**src/rtl/riscv_rf_pkg.sv**
```systemverilog
// Shared widths, zero-register constant and types for the RISC-V integer register file.
`timescale 1ns/1ps
package riscv_rf_pkg;
  localparam int RF_DATA_W = 32;
  localparam int RF_ADDR_W = 5;
  localparam int RF_DEPTH  = 32;

  localparam logic [RF_ADDR_W-1:0] ZERO_REG = 5'd0;

  typedef logic [RF_ADDR_W-1:0] rf_addr_t;
  typedef logic [RF_DATA_W-1:0] rf_data_t;
endpackage

```
**src/rtl/rf_read_port.sv**
```systemverilog
// One combinational register-file read port: entry select, x0 forced to zero,
// and same-cycle write forwarding when REGFILE_WRITE_BYPASS_EN is defined.
`timescale 1ns/1ps
module rf_read_port
  import riscv_rf_pkg::*;
#(
  parameter int DATA_W = RF_DATA_W,
  parameter int ADDR_W = RF_ADDR_W
) (
  input  logic [ADDR_W-1:0]                     addr_i,
  input  logic [2**ADDR_W-1:0][DATA_W-1:0]      entries_i,
`ifdef REGFILE_WRITE_BYPASS_EN
  input  logic                                  rst_ni,
  input  logic                                  wr_en_i,
  input  logic [ADDR_W-1:0]                     wr_addr_i,
  input  logic [DATA_W-1:0]                     wr_data_i,
`endif
  output logic [DATA_W-1:0]                     data_o
);

  localparam logic [ADDR_W-1:0] ZeroAddr = ADDR_W'(ZERO_REG);

  // The zero check comes last so x0 reads zero even if a bypass would match.
  always_comb begin
    data_o = entries_i[addr_i];
`ifdef REGFILE_WRITE_BYPASS_EN
    if (wr_en_i && rst_ni && (wr_addr_i != ZeroAddr) && (addr_i == wr_addr_i)) begin
      data_o = wr_data_i;
    end
`endif
    if (addr_i == ZeroAddr) begin
      data_o = '0;
    end
  end

endmodule

```
**src/rtl/riscv_reg_file.sv**
```systemverilog
// 32x32 RISC-V integer register file: two combinational read ports, one clocked write port.
// Optional same-cycle write forwarding on the read ports via `define REGFILE_WRITE_BYPASS_EN.
`timescale 1ns/1ps
module riscv_reg_file
  import riscv_rf_pkg::*;
#(
  parameter int DATA_W = RF_DATA_W,
  parameter int ADDR_W = RF_ADDR_W
) (
  input  logic              clk,
  input  logic              rst,
  input  logic [ADDR_W-1:0] A1,
  input  logic [ADDR_W-1:0] A2,
  input  logic [ADDR_W-1:0] A3,
  input  logic [DATA_W-1:0] WD3,
  input  logic              WE3,
  output logic [DATA_W-1:0] RD1,
  output logic [DATA_W-1:0] RD2
);

  localparam int                Depth    = 2**ADDR_W;
  localparam logic [ADDR_W-1:0] ZeroAddr = ADDR_W'(ZERO_REG);

  logic [Depth-1:0][DATA_W-1:0] regs_q;
  logic [Depth-1:0][DATA_W-1:0] regs_d;

  // Writes to x0 are dropped here so entry 0 never leaves its reset value.
  always_comb begin
    regs_d = regs_q;
    if (WE3 && (A3 != ZeroAddr)) begin
      regs_d[A3] = WD3;
    end
  end

  always_ff @(posedge clk or negedge rst) begin
    if (!rst) begin
      regs_q <= '0;
    end else begin
      regs_q <= regs_d;
    end
  end

  rf_read_port #(.DATA_W(DATA_W), .ADDR_W(ADDR_W)) u_read_port1 (
    .addr_i    (A1),
    .entries_i (regs_q),
`ifdef REGFILE_WRITE_BYPASS_EN
    .rst_ni    (rst),
    .wr_en_i   (WE3),
    .wr_addr_i (A3),
    .wr_data_i (WD3),
`endif
    .data_o    (RD1)
  );

  rf_read_port #(.DATA_W(DATA_W), .ADDR_W(ADDR_W)) u_read_port2 (
    .addr_i    (A2),
    .entries_i (regs_q),
`ifdef REGFILE_WRITE_BYPASS_EN
    .rst_ni    (rst),
    .wr_en_i   (WE3),
    .wr_addr_i (A3),
    .wr_data_i (WD3),
`endif
    .data_o    (RD2)
  );

endmodule

```
**config.mk**
```make
export PLATFORM = sky130hd
export DESIGN_NAME = riscv_reg_file
export DESIGN_NICKNAME = d
export VERILOG_FILES = /design/src/rtl/riscv_rf_pkg.sv /design/src/rtl/rf_read_port.sv /design/src/rtl/riscv_reg_file.sv
export SDC_FILE = /design/constraint.sdc
export NUM_CORES = 2
export LEC_CHECK = 0
export ABC_AREA = 1
export CAP_MARGIN = 10
export CELL_PAD_IN_SITES_DETAIL_PLACEMENT = 1
export CELL_PAD_IN_SITES_GLOBAL_PLACEMENT = 2
export CORE_MARGIN = 2
export CORE_UTILIZATION = 39
export CTS_CLUSTER_SIZE = 8
export DETAILED_ROUTE_END_ITERATION = 12
export PLACE_DENSITY_LB_ADDON = 0.08
export SETUP_SLACK_MARGIN = 0.5
export SLEW_MARGIN = 20
export SYNTH_ARGS = -nofsm -noshare
export SYNTH_HDL_FRONTEND = slang
export SYNTH_SLANG_ARGS = --single-unit
```
**constraint.sdc**
```tcl
create_clock -name clk -period 4.8 [get_ports clk]
set_input_delay 0.96 -clock clk [delete_from_list [all_inputs] [get_ports clk]]
set_output_delay 0.96 -clock clk [all_outputs]
set_load 0.05 [all_outputs]
```
==> out/metrics.cfg <==
[drt]
wl_per_cell_um = 25.88
wl_um = 256700
ant_nets = 0
routed-via-count = 57870
dr.pass1.iters = 5
drtIter0Drc = 4998
via_per_inst = 5.835
drc = 0

[die]
die_y_um = 384.1
dieWidth_um = 384.1
boundaryPins = 114
dieArea_um2 = 147500
std_cell_rows = 139
start_util = 0.3926
core_area_um2 = 143500

[cells_and_area]
areaGrowthSynthToFinish_pct = 14.28
largestRegisters = regs_q x1024
final_area_um2 = 64370
regMostFlops = regs_q
largest_reg_flops = 1024
drive_gt1_frac = 0.05965
nets = 8040

[placed_design]
dp_hpwl_um = 142500
port_buffers = 113
dp_worst_setup_slack_ns = 0.4338
gp_congestion = 0.8123
dpl_cell_area_um2 = 60330

[logic_synthesis]
ys.flop_type = dfrtp_1
netlist.area_leader.share = 0.4549
yosysMostFrequentCell = nand2_1
yosys_warnings = 0
yosys-top-cells-count = 3359 x nand2_1, 1374 x nand3_1, 1024 x dfrtp_1
synth_seq_cells = 1024
yosysTopAreaCell = dfrtp_1
synthesis.area_um2 = 56330
ys_types = 17
yosysSeqAreaShare = 0.4549
synth_edf_count = 0
syn_inst = 8300
synth_area_per_cell_um2 = 6.787
syn-num-nets = 8350
synthTopCellsByArea = dfrtp_1 45%, nand2_1 22%, nand3_1 12%
synthArstFlopShare = 1.000

[global_route]
grt_antenna_before_repair = 2
grt_max_degree = 135
gr-total-overflow = 0
first_global_vias = 59300
grt_usage = 0.3478
grt_pass1_wl_um = 388000

[clock_network]
clk_latency_ns = 0.77
h-tree-depth = 4
clock-sinks = 1024
cts.path.max_buffers = 3
numCtsBuffers = 147
holdBufCountCts = 0
clk_pin_slew_ns = 0.05
cts_root_buffer = clkbuf_16
cts_tree = done

[power]
powerDensity_nw_per_um2 = 417.9
ir_worst_vdd_uv = 285.9
p_leak_nw = 30.12

[sta]
report.final.slew_viol_count = 0
worstMarginPinSlew_ns = 1.185
final.setup.tns_ns = 0
hold_viol_final = 0
setup_violations = 0
maxSlewHeadroom = 0.2098
finalWorstSetupSlack_ns = 0.4953
hold_slack_ns = 0.2648
skew_ns = 0
fmax_mhz = 232.3
period_minus_slack_ns = 4.305
fin_crit_sh = 0.8968
rsz0062_at_grt = yes

[setup_path]
cp_cell_sequence = buf_8 -> buf_16 -> nor2_1 -> nor2_1 -> o21ai_0 -> o21ai_0 -> nor2_1 -> nor2_1 -> nor2_1 -> nor2_1 -> buf_12
cp-end-kind = output pin
crit_path_start_kind = input port
critPathTopFamily = buffers and inverters
crit_path_top_delay_cell = buf_16
worstPathArrival_ns = 3.34
crit_type = input port to output pin
crit_top_cell = nor2_1
crit_required_ns = 3.84
worstPathMaxFanout = 134
max_stage_delay_ns = 0.46
crit_buf_inv = 3

[worst_hold_path]
hold_class = input port to async pin

[run]
drv_cap = 0

[run_status]
status = complete, no violations

[worst register-to-register path, cell delays in order (launching register included)]
cell and delay [ns]:
dfrtp_1 0.45, nor2_1 0.13, a21oi_1 0.07
[stage by stage]
stage / util / cells / total power, mW
floorplan: - / 8300 / 15.04
global placement: 0.4204 / 9744 / 17.04
detailed placement: 0.4204 / 9744 / 17.27
CTS: 0.4484 / 9917 / 27.04
global route: 0.4486 / 9917 / 28.34
finish: 0.4487 / 9919 / 26.90
[path summary, 6_finish.rpt]
kind / start / endpoint / slack, ns / cells past startpoint
max in group asynchronous: rst / regs_q[242] / 3.27 / 2
worst min-delay path: rst / regs_q[194] / 0.26 / 1
worst max-delay path: A2[0] / RD2[13] / 0.50 / 11
worst min register to register: regs_q[11] / regs_q[11] / 0.40 / 0
min in group clk: regs_q[11] / regs_q[11] / 0.40 / 0
worst max register to register: regs_q[496] / regs_q[496] / 3.97 / 2
[final cells by class]
type	instances	area [um2]
flip-flops and latches	1024	25620
well taps	1903	2381
multi-input cells	6435	27720
repair buffers	300	4275
clock inverters	11	126.4
inverters	82	376.6
clock buffers	162	3870
fillers	17970	79110
diodes	2	5.005
[power breakdown]
| part | leakage, nW | internal (mW) | switching (mW) |
|---|---|---|---|
| Combinational | 15.0 | 2.06 | 3.53 |
| Sequential | 13.2 | 10.3 | 1.35 |
| Clock | 1.96 | 5.62 | 4.06 |
[metal layers]
layer	GRT usage	routed length [um]
met5	0	13
met4	0.1170	8936
met3	0.04675	14770
met2	0.5676	118200
met1	0.4747	114800
[placed cells by master (no fill, tap or decap), types with 10 or more instances in the layout]
| cell type | count |
|---|---|
| nand2_1 | 3337 |
| nor3_1 | 10 |
| nand2_4 | 25 |
| o21ai_0 | 971 |
| clkbuf_16 | 151 |
| buf_4 | 102 |
| nor2_1 | 445 |
| a21oi_1 | 263 |
| buf_12 | 149 |
| dfrtp_1 | 1024 |
| inv_1 | 62 |
| nand3_1 | 1372 |
| clkdlybuf4s50_1 | 38 |
[what timing repair did]
item	in CTS	in global routing
buffers inserted	0	0
hold endpoints to repair	0	0
resized for setup	4	6
endpoints found under the setup margin	4	6
pin swaps	0	0
cloned	0	0
[kinds of logic (layout without fill, tap and decap cells)]
family,count (synthesis),after routing,share of synthesized area
AO/OA/AOI/OAI,1234,1234,0.1096
buffers and inverters,841,555,0.05757
flip-flops,1024,1024,0.4549
other,0,2,0
AND/OR/NAND/NOR,5201,5201,0.3779
No activity file was read; power rests on OpenSTA's default activity.
